==> config.mk <==
export PLATFORM = sky130hd
export DESIGN_NAME = inputc_nvc
export DESIGN_NICKNAME = d
export VERILOG_FILES = /design/src/rtl/inputc_nvc_pkg.sv /design/src/rtl/inputc_nvc_ivc.sv /design/src/rtl/inputc_nvc.sv
export SDC_FILE = /design/constraint.sdc
export NUM_CORES = 1
export LEC_CHECK = 0
export CORE_MARGIN = 2
export CORE_UTILIZATION = 55
export DETAILED_ROUTE_END_ITERATION = 8
export PLACE_DENSITY_LB_ADDON = 0.2
export SYNTH_ARGS = -nofsm -noshare
export SYNTH_HDL_FRONTEND = slang
export SYNTH_SLANG_ARGS = --single-unit
==> constraint.sdc <==
create_clock -name clk -period 5.6 [get_ports clk]
set_clock_uncertainty 0.15 [all_clocks]
set_input_delay 0.84 -clock clk [delete_from_list [all_inputs] [get_ports clk]]
set_output_delay 0.84 -clock clk [all_outputs]
set_load 0.005 [all_outputs]
==> src/rtl/inputc_nvc_pkg.sv <==
// Shared definitions for the virtual-channel input controller: flit type codes,
// flit field positions, output port codes, per-VC state encoding and XY routing.
package inputc_nvc_pkg;

  typedef enum logic [2:0] {
    FLIT_NONE     = 3'd0,
    FLIT_HEAD     = 3'd1,
    FLIT_BODY     = 3'd2,
    FLIT_TAIL     = 3'd3,
    FLIT_HEADTAIL = 3'd4
  } flit_type_e;

  typedef enum logic [2:0] {
    PORT_LOCAL = 3'd0,
    PORT_NORTH = 3'd1,
    PORT_EAST  = 3'd2,
    PORT_SOUTH = 3'd3,
    PORT_WEST  = 3'd4
  } port_e;

  typedef enum logic [1:0] {
    VC_IDLE   = 2'd0,
    VC_ROUTE  = 2'd1,
    VC_WAIT   = 2'd2,
    VC_ACTIVE = 2'd3
  } vc_state_e;

  // Flit layout: type in the low bits, then destination x and y coordinates.
  localparam int TYPE_LSB = 0;
  localparam int TYPE_W   = 3;
  localparam int DSTX_LSB = 3;
  localparam int DSTY_LSB = 7;
  localparam int COORD_W  = 4;

  function automatic logic is_head(input flit_type_e t);
    return (t == FLIT_HEAD) || (t == FLIT_HEADTAIL);
  endfunction

  function automatic logic is_tail(input flit_type_e t);
    return (t == FLIT_TAIL) || (t == FLIT_HEADTAIL);
  endfunction

  // Dimension-ordered routing: resolve x first, then y.
  function automatic port_e xy_route(input logic [3:0] dx, input logic [3:0] dy,
                                     input logic [3:0] mx, input logic [3:0] my);
    port_e p;
    if (dx > mx)      p = PORT_EAST;
    else if (dx < mx) p = PORT_WEST;
    else if (dy > my) p = PORT_SOUTH;
    else if (dy < my) p = PORT_NORTH;
    else              p = PORT_LOCAL;
    return p;
  endfunction

endpackage

==> src/rtl/inputc_nvc_ivc.sv <==
// Per-virtual-channel circular flit buffer with a sticky overflow flag.
// A write into a full buffer is still accepted when a read frees a slot the same cycle.
module ivc_fifo #(
  parameter int DEPTH = 4,
  parameter int DATAW = 64
) (
  input  logic             clk,
  input  logic             rst_,
  input  logic             wr_en,
  input  logic             rd_en,
  input  logic [DATAW-1:0] din,
  output logic [DATAW-1:0] front,
  output logic             full,
  output logic             empty,
  output logic             ovf
);

  localparam int AW = $clog2(DEPTH);
  localparam int CW = $clog2(DEPTH) + 1;

  logic [DATAW-1:0] mem_r [DEPTH];
  logic [AW-1:0]    wr_ptr_r;
  logic [AW-1:0]    rd_ptr_r;
  logic [CW-1:0]    count_r;
  logic             push_s;
  logic             pop_s;

  assign full   = (count_r == CW'(DEPTH));
  assign empty  = (count_r == {CW{1'b0}});
  assign pop_s  = rd_en && !empty;
  assign push_s = wr_en && (!full || pop_s);
  assign front  = mem_r[rd_ptr_r];

  // Flit storage; contents are don't-care until the pointers say otherwise.
  always_ff @(posedge clk) begin
    if (push_s) mem_r[wr_ptr_r] <= din;
  end

  // Pointers, occupancy and overflow; pointers wrap naturally since DEPTH is a power of two.
  always_ff @(posedge clk or posedge rst_) begin
    if (rst_) begin
      wr_ptr_r <= {AW{1'b0}};
      rd_ptr_r <= {AW{1'b0}};
      count_r  <= {CW{1'b0}};
      ovf      <= 1'b0;
    end else begin
      if (push_s) wr_ptr_r <= wr_ptr_r + AW'(1'b1);
      if (pop_s)  rd_ptr_r <= rd_ptr_r + AW'(1'b1);
      case ({push_s, pop_s})
        2'b10:   count_r <= count_r + CW'(1'b1);
        2'b01:   count_r <= count_r - CW'(1'b1);
        default: count_r <= count_r;
      endcase
      if (wr_en && !push_s) ovf <= 1'b1;
    end
  end

endmodule

==> src/rtl/inputc_nvc.sv <==
// Router input controller: NVC virtual-channel buffers, per-VC route/arbitration FSMs,
// round-robin switch request with packet locking, and a registered flit output stage.
module inputc_nvc
  import inputc_nvc_pkg::*;
#(
  parameter int ROUTERID = 0,
  parameter int PCHID    = 0,
  parameter int NVC      = 4,
  parameter int DEPTH    = 4,
  parameter int DATAW    = 64
) (
  input  logic                    clk,
  input  logic                    rst_,
  input  logic [DATAW-1:0]        idata,
  input  logic                    ivalid,
  input  logic [$clog2(NVC)-1:0]  ivch,
  output logic [NVC-1:0]          ordy,
  output logic [NVC-1:0]          oack,
  output logic [NVC-1:0]          olck,
  input  logic [5*NVC-1:0]        irdy,
  output logic                    req,
  output logic [2:0]              port,
  input  logic                    grt,
  output logic [DATAW-1:0]        odata,
  output logic                    ovalid,
  output logic [$clog2(NVC)-1:0]  ovch,
  input  logic [3:0]              my_xpos,
  input  logic [3:0]              my_ypos,
  output logic [NVC-1:0]          ovf
);

  localparam int VW = $clog2(NVC);

  if (NVC < 2 || NVC > 8 || DEPTH < 2 || DEPTH > 16 || (DEPTH & (DEPTH - 1)) != 0 ||
      DATAW < DSTY_LSB + COORD_W || ROUTERID < 0 || PCHID < 0) begin : g_bad_param
    $error("inputc_nvc: illegal parameter set");
  end

  logic [DATAW-1:0] front_s [NVC];
  port_e            port_s  [NVC];
  logic [NVC-1:0]   wr_en_s;
  logic [NVC-1:0]   rd_en_s;
  logic [NVC-1:0]   full_s;
  logic [NVC-1:0]   empty_s;
  logic [NVC-1:0]   elig_s;
  logic [NVC-1:0]   active_s;
  logic [NVC-1:0]   discard_s;
  logic [VW-1:0]    rr_r;
  logic [VW-1:0]    sel_s;
  logic             sel_ok_s;
  logic             lock_s;
  logic             grant_s;

  for (genvar g = 0; g < NVC; g++) begin : g_vc
    vc_state_e  state_r;
    port_e      port_r;
    flit_type_e ftype_s;
    logic       irdy_s;

    ivc_fifo #(.DEPTH(DEPTH), .DATAW(DATAW)) u_fifo (
      .clk   (clk),
      .rst_  (rst_),
      .wr_en (wr_en_s[g]),
      .rd_en (rd_en_s[g]),
      .din   (idata),
      .front (front_s[g]),
      .full  (full_s[g]),
      .empty (empty_s[g]),
      .ovf   (ovf[g])
    );

    assign wr_en_s[g]   = ivalid && (ivch == VW'(g));
    assign ftype_s      = flit_type_e'(front_s[g][TYPE_LSB +: TYPE_W]);
    assign discard_s[g] = (state_r == VC_IDLE) && !empty_s[g] && !is_head(ftype_s);
    assign rd_en_s[g]   = discard_s[g] || (grant_s && (sel_s == VW'(g)));
    assign active_s[g]  = (state_r == VC_ACTIVE);
    assign elig_s[g]    = ((state_r == VC_WAIT) || (state_r == VC_ACTIVE)) && !empty_s[g] && irdy_s;
    assign port_s[g]    = port_r;

    // Downstream-ready bit for this VC on its routed output port.
    always_comb begin
      case (port_r)
        PORT_LOCAL: irdy_s = irdy[int'(PORT_LOCAL) * NVC + g];
        PORT_NORTH: irdy_s = irdy[int'(PORT_NORTH) * NVC + g];
        PORT_EAST:  irdy_s = irdy[int'(PORT_EAST)  * NVC + g];
        PORT_SOUTH: irdy_s = irdy[int'(PORT_SOUTH) * NVC + g];
        PORT_WEST:  irdy_s = irdy[int'(PORT_WEST)  * NVC + g];
        default:    irdy_s = 1'b0;
      endcase
    end

    // Per-VC packet FSM; the route is latched in ROUTE while the head sits at the front.
    always_ff @(posedge clk or posedge rst_) begin
      if (rst_) begin
        state_r <= VC_IDLE;
        port_r  <= PORT_LOCAL;
      end else begin
        case (state_r)
          VC_IDLE: begin
            if (!empty_s[g] && is_head(ftype_s)) state_r <= VC_ROUTE;
          end
          VC_ROUTE: begin
            port_r  <= xy_route(front_s[g][DSTX_LSB +: COORD_W], front_s[g][DSTY_LSB +: COORD_W],
                                my_xpos, my_ypos);
            state_r <= VC_WAIT;
          end
          VC_WAIT, VC_ACTIVE: begin
            if (rd_en_s[g]) state_r <= is_tail(ftype_s) ? VC_IDLE : VC_ACTIVE;
          end
          default: state_r <= VC_IDLE;
        endcase
      end
    end
  end

  assign ordy    = ~full_s;
  assign oack    = rd_en_s;
  assign olck    = active_s;
  assign req     = sel_ok_s;
  assign port    = port_s[sel_s];
  assign grant_s = sel_ok_s && grt;

  // VC selection: an ACTIVE VC holds the switch until its tail; otherwise round-robin from rr_r.
  always_comb begin
    logic [VW-1:0] idx;
    sel_s    = rr_r;
    sel_ok_s = 1'b0;
    lock_s   = |active_s;
    idx      = {VW{1'b0}};
    if (lock_s) begin
      for (int i = 0; i < NVC; i++) begin
        if (active_s[i]) sel_s = VW'(i);
        else             sel_s = sel_s;
      end
      sel_ok_s = elig_s[sel_s];
    end else begin
      for (int i = 0; i < NVC; i++) begin
        idx = VW'((int'(rr_r) + i) % NVC);
        if (!sel_ok_s && elig_s[idx]) begin
          sel_s    = idx;
          sel_ok_s = 1'b1;
        end else begin
          sel_ok_s = sel_ok_s;
        end
      end
    end
  end

  // Output flit register and round-robin pointer update.
  always_ff @(posedge clk or posedge rst_) begin
    if (rst_) begin
      ovalid <= 1'b0;
      odata  <= {DATAW{1'b0}};
      ovch   <= {VW{1'b0}};
      rr_r   <= {VW{1'b0}};
    end else begin
      ovalid <= grant_s;
      odata  <= grant_s ? front_s[sel_s] : {DATAW{1'b0}};
      ovch   <= grant_s ? sel_s : {VW{1'b0}};
      if (grant_s) rr_r <= (sel_s == VW'(NVC - 1)) ? {VW{1'b0}} : sel_s + VW'(1'b1);
    end
  end

endmodule

-- Word level (Yosys, flattened, before mapping)
Memories as Yosys holds them, arrays and structs flattened.
Index checks and enable logic that the tools add are counted.
- word-level logic and storage cells: 336
- output and inout port bits: 87
- input port bits: 98
- memories: 4
- bits in writable memories: 1024
- flip-flop bits (word level): 121
- multiplexer cells: 84
- bitwise logic cells: 2
- $add $sub $neg: 20
- magnitude comparators: 22
- eq/ne operators: 66
- reductions and logical operators: 110
- memory list (memory ; depth ; bits a word ; read ports ; clocked after memory_dff ; write ports ; line ; RTL):
    g_vc[0].u_fifo.mem_r ; 4 ; 64 ; 1 ; 0 ; 1 ; inputc_nvc_ivc.sv:21 ; logic [DATAW-1:0] mem_r [DEPTH];
    g_vc[1].u_fifo.mem_r ; 4 ; 64 ; 1 ; 0 ; 1 ; inputc_nvc_ivc.sv:21 ;
    g_vc[2].u_fifo.mem_r ; 4 ; 64 ; 1 ; 0 ; 1 ; inputc_nvc_ivc.sv:21 ;
    g_vc[3].u_fifo.mem_r ; 4 ; 64 ; 1 ; 0 ; 1 ; inputc_nvc_ivc.sv:21 ;
- operator list (operator ; count):
    64-bit two-way mux ; 3
    64-bit binary-select mux with 2-bit select ; 1
    2-bit two-way mux ; 27
    1-bit logical AND ; 44
    3-bit by 2-bit equality test with 1-bit output, second input constant ; 12
    3-bit equality test, second input constant ; 12
    2-bit equality test, second input constant ; 16
    4-bit greater-than comparator ; 8
    4-bit < comparator ; 8
    3-bit two-way mux ; 10
    1-bit two-way mux ; 25
    3-bit by 1-bit equality test with 1-bit output, second input constant ; 8
    3-bit logical NOT ; 8
    2-bit one-hot mux with 3 select lines ; 4
    3-bit one-hot mux with 2 select lines ; 4
    2-bit by 1-bit adder with 2-bit output, second input constant ; 10
    2-bit by 1-bit equality test with 1-bit output, second input constant ; 10
    1-bit logical OR ; 20
    1-bit one-hot mux with 5 select lines ; 4
    1-bit logical NOT ; 19
    2-bit by 1-bit inequality test with 1-bit output, second input constant ; 8
    2-bit by 3-bit < comparator with 1-bit output, second input constant ; 5
    3-bit by 1-bit adder with 3-bit output, second input constant ; 4
    2-bit logical NOT ; 6
    other kinds (11) ; 28

-- Longest topological paths before layout
- depth after elaboration: 28
- gate-level depth with buffers: 21
- gate-level depth less buffers: 18

-- Hierarchy
From an unflattened synthesis, not the netlist that was laid out.
- cell total of the unflattened synthesis: 2140
- area total of the unflattened synthesis: 45249.6 um2
- by module, submodules not included (module ; area each (um2) ; times used ; sequential area each (um2) ; cells each):
    ivc_fifo ; 9704.3 ; 4 ; 7887.6 ; 375
    inputc_nvc ; 6432.4 ; 1 ; 2227.1 ; 640

-- Worst setup path before layout
OpenSTA, ideal clock, no wires.
- kind: input to register
- from: input irdy[14]
- to: memory g_vc[3].u_fifo.mem_r[2][0], enable pin
- setup slack: 0.284 ns
- arrival: 4.737 ns
- path buffers: 2
- stages on the path: 13
- setup time: 0.429 ns
- data required time: 5.021 ns
- cells stage by stage: mux2i_1 > o32ai_1 > o211ai_2 > nor2_1 > o21a_1 > o311ai_4 > buf_4 > buf_2 > ha_1 > nand4_1 > a21o_1 > a21oi_1 > and2_1
- cells in the longest elaborated chain, start to end: 26
- elaborated cells between the ends (all ways): 39
- classes of those cells: eq/ne: 1; mux: 25; reduce/logical: 13
- RTL lines (element ; line ; RTL):
    from (decl) ; inputc_nvc.sv:20 ; input logic [5*NVC-1:0] irdy,
    1-bit one-hot mux with 5 select lines * ; inputc_nvc.sv:82 ; case (port_r)
    1-bit logical AND * ; inputc_nvc.sv:77 ; assign elig_s[g] = ((state_r == VC_WAIT) || (state_r == VC_ACTIVE)) && !empty_s[g] && irdy_s;
    1-bit binary-select mux with 2-bit select ; inputc_nvc.sv:139 ; if (!sel_ok_s && elig_s[idx]) begin
    1-bit two-way mux (implied by the code) ; inputc_nvc.sv:139 ;
    1-bit two-way mux ; inputc_nvc.sv:139 ;
    1-bit two-way mux ; inputc_nvc.sv:130 ; if (lock_s) begin
    1-bit logical NOT ; inputc_nvc.sv:139 ;
    1-bit logical AND ; inputc_nvc.sv:139 ;
    [... 10 more ...] ; - ;
    2-bit equality test / 1-bit logical AND (equally long branches) ; inputc_nvc.sv:75, inputc_nvc.sv:121 ;
    1-bit logical AND * ; inputc_nvc.sv:75 ; assign rd_en_s[g] = discard_s[g] || (grant_s && (sel_s == VW'(g)));
    1-bit logical OR * ; inputc_nvc.sv:75 ;
    1-bit logical AND * ; inputc_nvc_ivc.sv:30 ; assign pop_s = rd_en && !empty;
    1-bit logical OR * ; inputc_nvc_ivc.sv:31 ; assign push_s = wr_en && (!full || pop_s);
    1-bit logical AND * ; inputc_nvc_ivc.sv:31 ;
    1-bit two-way mux * ; inputc_nvc_ivc.sv:36 ; if (push_s) mem_r[wr_ptr_r] <= din;
    1-bit two-way mux (implied by the code) * ; inputc_nvc_ivc.sv:36 ;
    to (decl) ; inputc_nvc_ivc.sv:21 ;
Mark *: on every way between the ends. The rest lies on a longest branch, timed or not. The select of a mux whose other input is x is not followed.

-- Worst setup path after layout
- from: register g_vc[3].state_r[1]
- to: output oack[1]
- cells in the longest elaborated chain, start to end: 23
- elaborated cells between the ends (all ways): 40
- classes of those cells: eq/ne: 3; mux: 24; reduce/logical: 13
- RTL lines (element ; line ; RTL):
    from (decl) ; inputc_nvc.sv:55 ; vc_state_e state_r;
    from (signal assigned) ; inputc_nvc.sv:108 ; if (rd_en_s[g]) state_r <= is_tail(ftype_s) ? VC_IDLE : VC_ACTIVE;
    2-bit equality test (on tied branches) ; inputc_nvc.sv:77, inputc_nvc.sv:76 ;
    1-bit logical OR ; inputc_nvc.sv:77 ;
    1-bit logical AND (2 in a row) ; inputc_nvc.sv:77 ;
    1-bit binary-select mux with 2-bit select ; inputc_nvc.sv:139 ;
    1-bit two-way mux (implied by the code) ; inputc_nvc.sv:139 ;
    1-bit two-way mux ; inputc_nvc.sv:139 ;
    1-bit two-way mux ; inputc_nvc.sv:130 ;
    1-bit logical NOT ; inputc_nvc.sv:139 ;
    [... 6 more ...] ; - ;
    1-bit two-way mux ; inputc_nvc.sv:130 ;
    1-bit logical NOT ; inputc_nvc.sv:139 ;
    1-bit logical AND ; inputc_nvc.sv:139 ;
    2-bit two-way mux / 1-bit two-way mux (equally long branches) ; inputc_nvc.sv:139 ;
    2-bit two-way mux / 1-bit two-way mux (equally long branches) ; inputc_nvc.sv:130 ;
    2-bit by 1-bit equality test with 1-bit output / 1-bit logical AND (equally long branches) ; inputc_nvc.sv:75, inputc_nvc.sv:121 ;
    1-bit logical AND * ; inputc_nvc.sv:75 ;
    1-bit logical OR * ; inputc_nvc.sv:75 ;
    to (decl) ; inputc_nvc.sv:18 ; output logic [NVC-1:0] oack,
Marked as above.

==> results.py <==
metrics = {
    "sta": {
        "max_freq_ghz": 0.193,
        "finalHoldViolations": 0,
        "worst_slew_pin_slew_ps": 1110,
        "totalNegativeSetupSlack_ps": 0,
        "grt_setup_unrepaired": "no",
        "setup_ws_ps": 426,
        "timing.final.crit_share_pct": 92.4,
        "slew_headroom_pct": 26.3,
        "timing.final.max_slew_violations": 0,
        "final_setup_fails": 0,
        "period_needed_ps": 5170,
    },
    "clocking": {
        "cts-resized-gates": 0,
        "worst_setup_hold_path_clk_slew_ps": 60,
        "clk_latency_ps": 690,
        "numCtsBuffers": 111,
        "ctsHtreeMaxLevel": 3,
        "post-cts-setup-buffer-count": 0,
        "cts_hold_buf": 0,
        "clockRootBuffer": "sky130_fd_sc_hd__clkbuf_16",
        "clk_sinks": 1145,
        "clockBufferDepth": 3,
        "cts_tree": "yes",
    },
    "grt": {
        "grt_pass1_wl_um": 164000,
        "globalRouteOverflowTotal": 0,
        "maximum_number_of_pins_on_one_net_before_global_route_repair": 75,
        "vias_in_the_first_global_route": 24400,
        "grt_antenna_before_repair": 7,
        "track_usage_pct": 26.8,
    },
    "power_and_ir_drop": {
        "switching_part_of_the_total_power_pct": 33.4,
        "powerDensity_nw_per_um2": 514,
        "seq_power_share_pct": 40.0,
        "internal_mw": 18.0,
        "combPwrFrac_pct": 32.8,
        "vdd_ir_drop_max_mv": 0.438,
        "power_frac_clock_pct": 27.3,
        "power.net_switching_mw": 9.00,
        "power.leakage_nw": 17.6,
    },
    "logic_synthesis": {
        "mean_cell_area_of_the_mapped_netlist_um2": 19.8,
        "synth_async_sr_flop_share_pct": 10.6,
        "edff_count_synth": 1024,
        "main_flop_type_after_synthesis": "sky130_fd_sc_hd__edfxtp_1",
        "synth.yosys.warnings": 0,
        "synth_sequential_area_ratio_pct": 74.8,
        "yosys.area.top_type_share_pct": 68.1,
        "synth_top_cell_by_area": "sky130_fd_sc_hd__edfxtp_1",
        "synth_cell_types": 66,
        "synthesis.nets": 2438,
        "synth_simple_gate_area_share_pct": 3.70,
        "synth_area_um2": 45200,
        "synth_seq_cells": 1145,
        "synth_fa_ha_area_share_pct": 1.73,
        "synth.top_cells.by_count": "sky130_fd_sc_hd__edfxtp_1, sky130_fd_sc_hd__mux4_2, sky130_fd_sc_hd__nand2_1",
        "post-synth-top-count-cell": "sky130_fd_sc_hd__edfxtp_1",
        "synth_xor_xnor_area_share_pct": 0.465,
        "post_synth_mux_area_share_pct": 13.3,
        "synth_area_leaders": "sky130_fd_sc_hd__edfxtp_1, sky130_fd_sc_hd__mux4_2, sky130_fd_sc_hd__dfrtp_1",
        "synth_top_family_by_area": "multiplexers",
        "synth_compound_area_share_pct": 4.22,
        "syn-instance-count": 2280,
    },
    "final_layout": {
        "final_util_pct": 64.2,
        "n_fill_cell": 5504,
        "drive_above_1_share_pct": 20.8,
        "design_area_um2": 52500,
        "finalNonFillerCells": 3688,
        "synthToLayoutAreaGrowth_pct": 16.1,
        "num-nets-final": 2677,
    },
    "setup_path": {
        "critical_path_cell_list": "nand2_1, inv_1, nor2_1, nand2_1, o21bai_1, o311ai_4, buf_4, ha_1, nand4_1, a21oi_1, buf_4, nor2_1, inv_1, clkdlybuf4s50_1",
        "timing.critical_path.slowest_stage_cell": "sky130_fd_sc_hd__dfrtp_1",
        "critical_path_buffer_and_inverter_count": 5,
        "worstPathMaxFanout": 9,
        "crit_family": "buffers and inverters",
        "crit_arrival_ps": 4180,
        "crit_path_start_kind": "register",
        "worstSetupEndpointType": "output pin",
        "critical_setup_path_kind": "register to output pin",
        "slowest_delay_ps": 530,
        "worst_ep_required_time_ps": 4610,
    },
    "min_path": {
        "hp-class": "register to register",
    },
    "floorplan": {
        "rows": 105,
        "fp.dieH_um": 291,
        "die_width_um": 291,
        "initial_utilization_pct": 55.3,
        "design.core.area_um2": 81700,
        "boundaryPins": 185,
        "die_area_um2": 84500,
    },
    "routing": {
        "routed_wire_length_per_instance_um": 30.2,
        "drc": 0,
        "wl_um": 111000,
        "route.vias.total": 23500,
        "drt_first_iter_violations": 2744,
        "first_pass_iters": 5,
        "antenna_violating_nets_post_route": 0,
        "post_drt_via_cell_ratio": 6.38,
    },
    "place": {
        "detailed_place_hpwl_um": 63800,
        "placement.io_buffers": 184,
        "place.detailed.instances": 3476,
        "placement.setup.worst_slack_ps": 473,
        "routability_congestion": 0.918,
        "place_area_um2": 48900,
    },
    "status": {
        "status": "finished clean",
    },
    "flow_run": {
        "total_of_max_cap_violations": 0,
    },
}
## sequential cells by signal (all words and copies together), names as in the netlist
register,cells
g_vc.port_r,12
g_vc.state_r,8
g_vc.u_fifo.count_r,12
g_vc.u_fifo.mem_r,1024
g_vc.u_fifo.ovf,4
g_vc.u_fifo.rd_ptr_r,8
g_vc.u_fifo.wr_ptr_r,8
odata,64
ovalid,1
ovch,2
rr_r,2
## kinds of logic after synthesis
group / after synthesis
mux: 280
flops: 1145
simple gates: 346
fa+ha+maj: 60
buf+inv: 186
compound gates: 239
xor+xnor: 24
## final cells by class
type,count,area [µm²],share of cell area [%]
clock inverters,58,547,1.04
inverters,59,229,0.436
flip-flops and latches,1145,33800,64.4
clock buffers,152,3070,5.85
multi-input cells,949,10700,20.3
diodes,2,5.00,0.00954
repair buffers,253,2810,5.36
well taps,1070,1340,2.55
## layer usage
layer	share of wire [%]	GRT usage (%)	routed length, µm	up-vias
met5	0.041	0	46	-
met4	2.1	7.19	2380	8
met3	8.7	4.91	9670	168
met2	49	43.1	54200	1160
met1	40	38.5	45000	12400
li1	-	-	-	9782
## metrics by stage
stage	hold WS, ps	total power [mW]
floorplan	282	16.5
global placement	292	19.6
detailed placement	299	19.8
CTS	312	27.1
global route	329	28.1
finish	312	27.0
## power groups by stage
stage | clock network [mW] | registers, mW | logic [mW]
finish | 7.35 | 10.8 | 8.84
global route | 7.79 | 10.9 | 9.46
CTS | 7.45 | 10.8 | 8.86
detailed placement | 0 | 11.0 | 8.80
global placement | 0 | 10.9 | 8.69
floorplan | 0 | 10.5 | 5.99
## worst min-delay path, delay by kind of cell, from the launching register on
kind | cells | cell delay [ps]
compound gates | 1 | 50
buf+inv | 1 | 40
flops | 1 | 340
## final timing paths
path / from / to / slack [ps] / cells after the start
min in group asynchronous: rst_ / odata[59] / 520 / 2
worst min-delay path: g_vc[3].u_fifo.ovf / g_vc[3].u_fifo.ovf / 310 / 2
worst min register to register: g_vc[3].u_fifo.ovf / g_vc[3].u_fifo.ovf / 310 / 2
max in group asynchronous: rst_ / odata[29] / 3640 / 3
worst max-delay path: g_vc[3].state_r[1] / oack[1] / 430 / 14
worst max register to register: g_vc[3].state_r[1] / g_vc[0].u_fifo.count_r[2] / 1130 / 18
## placed cells by master, fill, tap and decap left out, drive strengths merged, types with 5 or more instances in the layout
cell type and instances:
nand3 6, clkbuf 152, edfxtp 1024, nand4 13, inv 63, nor2 32
buf 69, ha 56, and3 66, o21a 13, a311oi 64, and2 18
xor2 10, xnor2 14, mux2i 16, a21oi 27, o21ai 16, nand2b 20
a21o 7, mux2 8, clkdlybuf4s50 184, mux4 256, bufinv 8, clkinv 41
a31oi 6, clkinvlp 5, dfrtp 121, nand2 163, o211ai 10, nor3 5
a211oi 67, nor2b 13
Note: power is estimated with default switching activity, not from simulation.
==> edit 1, RTL diff (same flow settings) <==
`DSTX_LSB`: 3 -> 6.
--- a/src/rtl/inputc_nvc_pkg.sv
+++ b/src/rtl/inputc_nvc_pkg.sv
@@ -29,5 +29,5 @@
   localparam int TYPE_LSB = 0;
   localparam int TYPE_W   = 3;
-  localparam int DSTX_LSB = 3;
+  localparam int DSTX_LSB = 6;
   localparam int DSTY_LSB = 7;
   localparam int COORD_W  = 4;
Behaviour: not the same (Yosys sat finds a counterexample within 4 cycles, from zero or initial values and one cycle with rst_ high).
==> edit 1 against the unedited design <==
  * Cell count is essentially flat
  * Area after synthesis rose by 0.20%
  * Setup slack got worse by 0.18 ns
  * Sequential cell count is the same
  * Worst hold slack better by 0.0084 ns
  * Largest cell class unchanged
  * Sequential share of layout area is 0.057 points higher
  * Largest power group unchanged
  * Clock power increased by 0.8%
  * Maximum frequency is 3.4% lower
  * Non-clock buffer count decreased by 6
  * Power is 0.53% higher
  * Core utilization decreased by 0.16 points
  * Design area about the same
  * Wire length fell by 3.0%
  * Combinational power about the same
==> edit 1: results <==
export IMPL_status="complete, no violations"
export IMPL_dpl_cell_count=3470
export IMPL_grt_use_total=0.260
export IMPL_gp_congestion=0.880
export IMPL_via_per_inst=6.35
export IMPL_yosys_top_cells_area="edfxtp_1, mux4_2, dfrtp_1, ha_1, nand2_1"
export IMPL_drt_iter0_drc=2365
export IMPL_wl_met3_um=8140
export IMPL_max_slew_margin_rel=0.288
export IMPL_via_count=23413
export IMPL_crit_family="buffers and inverters"
export IMPL_drt_met1_wl_um=44200
export IMPL_power_switching_uw=9040
export IMPL_path_max_fanout=34
export IMPL_finalNetCount=2672
export IMPL_drt_wl_total_um=108000
export IMPL_met3_usage=0.0389
export IMPL_met2_usage=0.426
export IMPL_drive_gt1_frac=0.212
export IMPL_clk_latency_ns=0.67
export IMPL_ys_top_cells_by_count="edfxtp_1, mux4_2, nand2_1"
export IMPL_cts_buffers=112
export IMPL_worst_ir_drop_vdd_v=0.000596
export IMPL_ys_seq_area_frac=0.746
export IMPL_cpPeakStageDelay_ns=0.51
export IMPL_synth_cell_types=67
export IMPL_grt_pass1_vias=24307
export IMPL_grt_first_pass_wirelength_um=161000
export IMPL_grt_max_degree=73
export IMPL_cellLeakagePower_uw=0.0175
==> edit 1: power by group through the flow <==
stage | clock, uW | combinational (uW) | sequential (uW)
finish | 7410 | 8850 | 10900
global route | 7840 | 9460 | 11000
CTS | 7510 | 8840 | 10900
detailed placement | 0 | 8790 | 11000
global placement | 0 | 8620 | 11000
floorplan | 0 | 6140 | 10500
==> edit 1: logic make-up (layout without fill, tap and decap cells) <==
kind of cell / after synthesis / after routing / share of synthesized area
AO/OA/AOI/OAI: 239 / 239 / 0.0438
XOR/XNOR: 24 / 24 / 0.00464
adder cells (fa/ha/maj): 60 / 60 / 0.0172
buffers and inverters: 187 / 519 / 0.0182
flip-flops: 1145 / 1145 / 0.746
multiplexers: 280 / 280 / 0.133
other: 0 / 3 / 0
AND/OR/NAND/NOR: 345 / 345 / 0.0370
==> edit 1: path summary, 6_finish.rpt <==
check,from,cells after the start,to,slack [ns]
worst max register to register,g_vc[3].state_r[1],17,g_vc[3].u_fifo.count_r[2],0.84
min in group asynchronous,rst_,2,g_vc[1].u_fifo.rd_ptr_r[0],0.57
max in group asynchronous,rst_,3,odata[14],3.71
worst max-delay path,g_vc[3].state_r[1],12,oack[3],0.24
worst min-delay path,g_vc[1].u_fifo.ovf,2,g_vc[1].u_fifo.ovf,0.32
worst min register to register,g_vc[1].u_fifo.ovf,2,g_vc[1].u_fifo.ovf,0.32
==> edit 1: cell type report <==
type / count / area (um2)
Antenna cell: 3 / 7.51
Tap cell: 1070 / 1340
Multi-Input combinational cell: 948 / 10700
Inverter: 60 / 233
Fill cell: 5435 / 29400
Timing Repair Buffer: 247 / 2600
Sequential cell: 1145 / 33800
Clock buffer: 158 / 3190
Clock inverter: 54 / 510
==> edit 2, RTL diff (same flow settings) <==
Without the edit above. The 4 states of `vc_state_e` get a one-hot encoding in 4 bits.
--- a/src/rtl/inputc_nvc_pkg.sv
+++ b/src/rtl/inputc_nvc_pkg.sv
@@ -19,9 +19,9 @@
   } port_e;
 
-  typedef enum logic [1:0] {
-    VC_IDLE   = 2'd0,
-    VC_ROUTE  = 2'd1,
-    VC_WAIT   = 2'd2,
-    VC_ACTIVE = 2'd3
+  typedef enum logic [3:0] {
+    VC_IDLE   = 4'b0001,
+    VC_ROUTE  = 4'b0010,
+    VC_WAIT   = 4'b0100,
+    VC_ACTIVE = 4'b1000
   } vc_state_e;
 
Behaviour: no difference found for any inputs over 4 cycles, from zero or initial values and one cycle with rst_ high; so few cycles prove little.
==> edit 2 against the unedited design <==
  * Combinational power is 1% lower
  * Power is 2.0% higher
  * Area after synthesis is 7.7% higher
  * Wire length is 14% higher
  * Design area is 6.7% higher
  * Sequential cell count is 8 higher
  * Setup slack worse by 0.18 ns
  * Critical path type is now in2out
==> edit 2: results <==
export IMPL_dp_final_hpwl_um=67700
export IMPL_met3_usage=0.0546
export IMPL_antenna_found_initial=3
export IMPL_drt_iter0_drc=3009
export IMPL_gp_congestion=0.936
export IMPL_tightest_slew_ns=1.24
export IMPL_clk_latency_ns=0.69
export IMPL_hold_class="reg2reg"
export IMPL_grt_max_degree=129
export IMPL_largestRegisters="g_vc.u_fifo.mem_r (1024), odata (64), g_vc.state_r (16)"
export IMPL_dr_pass1_iters=5
export IMPL_fill_cells=6063
export IMPL_pre_cts_slack_ns=0.0655
export IMPL_stdcell_count=4311
export IMPL_via_per_inst=6.63
export IMPL_ys_seq_area_frac=0.698
export IMPL_drt_met1_wl_um=50500
export IMPL_dpl_cell_count=4095
export IMPL_async_reset_ff_frac=0.112
export IMPL_finalNetCount=3203
export IMPL_syn_nets=3038
export IMPL_finalCritPeriodShare=0.956
export IMPL_status="complete, no violations"
export IMPL_cts_buffers=113
export IMPL_syn_inst=2880
export IMPL_grt_use_met1=0.407
export IMPL_grt_pass1_vias=29167
export IMPL_yosys_top_cells_area="edfxtp_1, mux4_2, dfrtp_1, o211ai_1, nand2_1"
export IMPL_wl_met2_um=60400
export IMPL_crit_arrival_ns=4.36
export IMPL_wl_met3_um=13100
export IMPL_htreeDepth=3
export IMPL_grt_first_pass_wirelength_um=189000
export IMPL_slowest_stage="clkdlybuf4s50_1"
export IMPL_postCtsSetupRepairBufs=0
export IMPL_drive_gt1_frac=0.181
export IMPL_cellLeakagePower_uw=0.0188
export IMPL_drt_wl_total_um=127000
export IMPL_antenna_cells=0
export IMPL_met2_usage=0.445
export IMPL_reg2reg_slack_ns=0.79
export IMPL_grt_use_total=0.283
export IMPL_cpPeakStageDelay_ns=0.60
export IMPL_worst_ir_drop_vdd_v=0.000324
export IMPL_ys_top_cells_by_count="edfxtp_1, nand2_1, mux4_2"
export IMPL_path_max_fanout=10
export IMPL_synth_cell_types=75
==> edit 2: cell type report <==
class,count,area share
Sequential cell,1153,0.607
Clock buffer,153,0.0564
Multi-Input combinational cell,1461,0.247
Clock inverter,63,0.0116
Tap cell,1165,0.0260
Inverter,67,0.00458
Timing Repair Buffer,249,0.0467
==> edit 2: power by group <==
group | total, uW | switching (uW) | internal (uW)
clock network | 7680 | 3210 | 4470
registers | 11100 | 828 | 10300
logic | 8730 | 4680 | 4050
==> edit 2: cells by family (layout without fill, tap and decap cells) <==
logic type	after synthesis	after routing	share of synthesized area
flip-flops	1153	1153	0.698
AND/OR/NAND/NOR	750	750	0.0800
AO/OA/AOI/OAI	362	362	0.0575
multiplexers	269	269	0.121
buffers and inverters	266	532	0.0233
adder cells (fa/ha/maj)	60	60	0.0160
XOR/XNOR	20	20	0.00360
==> edit 2: per-stage QoR <==
step	utilization	area [um2]	hold WS, ns	TNS (ns)	total power, uW
2_1_floorplan	-	48800	0.279	-336.15	16900
3_3_place_gp	0.592	52100	0.304	0	19700
3_5_place_dp	0.592	52100	0.307	0	19900
4_1_cts	0.635	56000	0.321	0	27600
5_1_grt	0.636	56000	0.339	0	28700
6_report	0.636	56000	0.318	0	27500
==> edit 2: worst paths after layout <==
kind                                    startpoint                        end  cells past startpoint
worst max-delay path                       irdy[7]                    oack[1]                     13
worst min-delay path            g_vc[0].u_fifo.ovf         g_vc[0].u_fifo.ovf                      1
worst max register to register   g_vc[3].port_r[1]  g_vc[1].u_fifo.count_r[2]                     14
worst min register to register  g_vc[0].u_fifo.ovf         g_vc[0].u_fifo.ovf                      1
max in group asynchronous                     rst_                  odata[30]                      3
min in group asynchronous                     rst_                    ovch[0]                      2
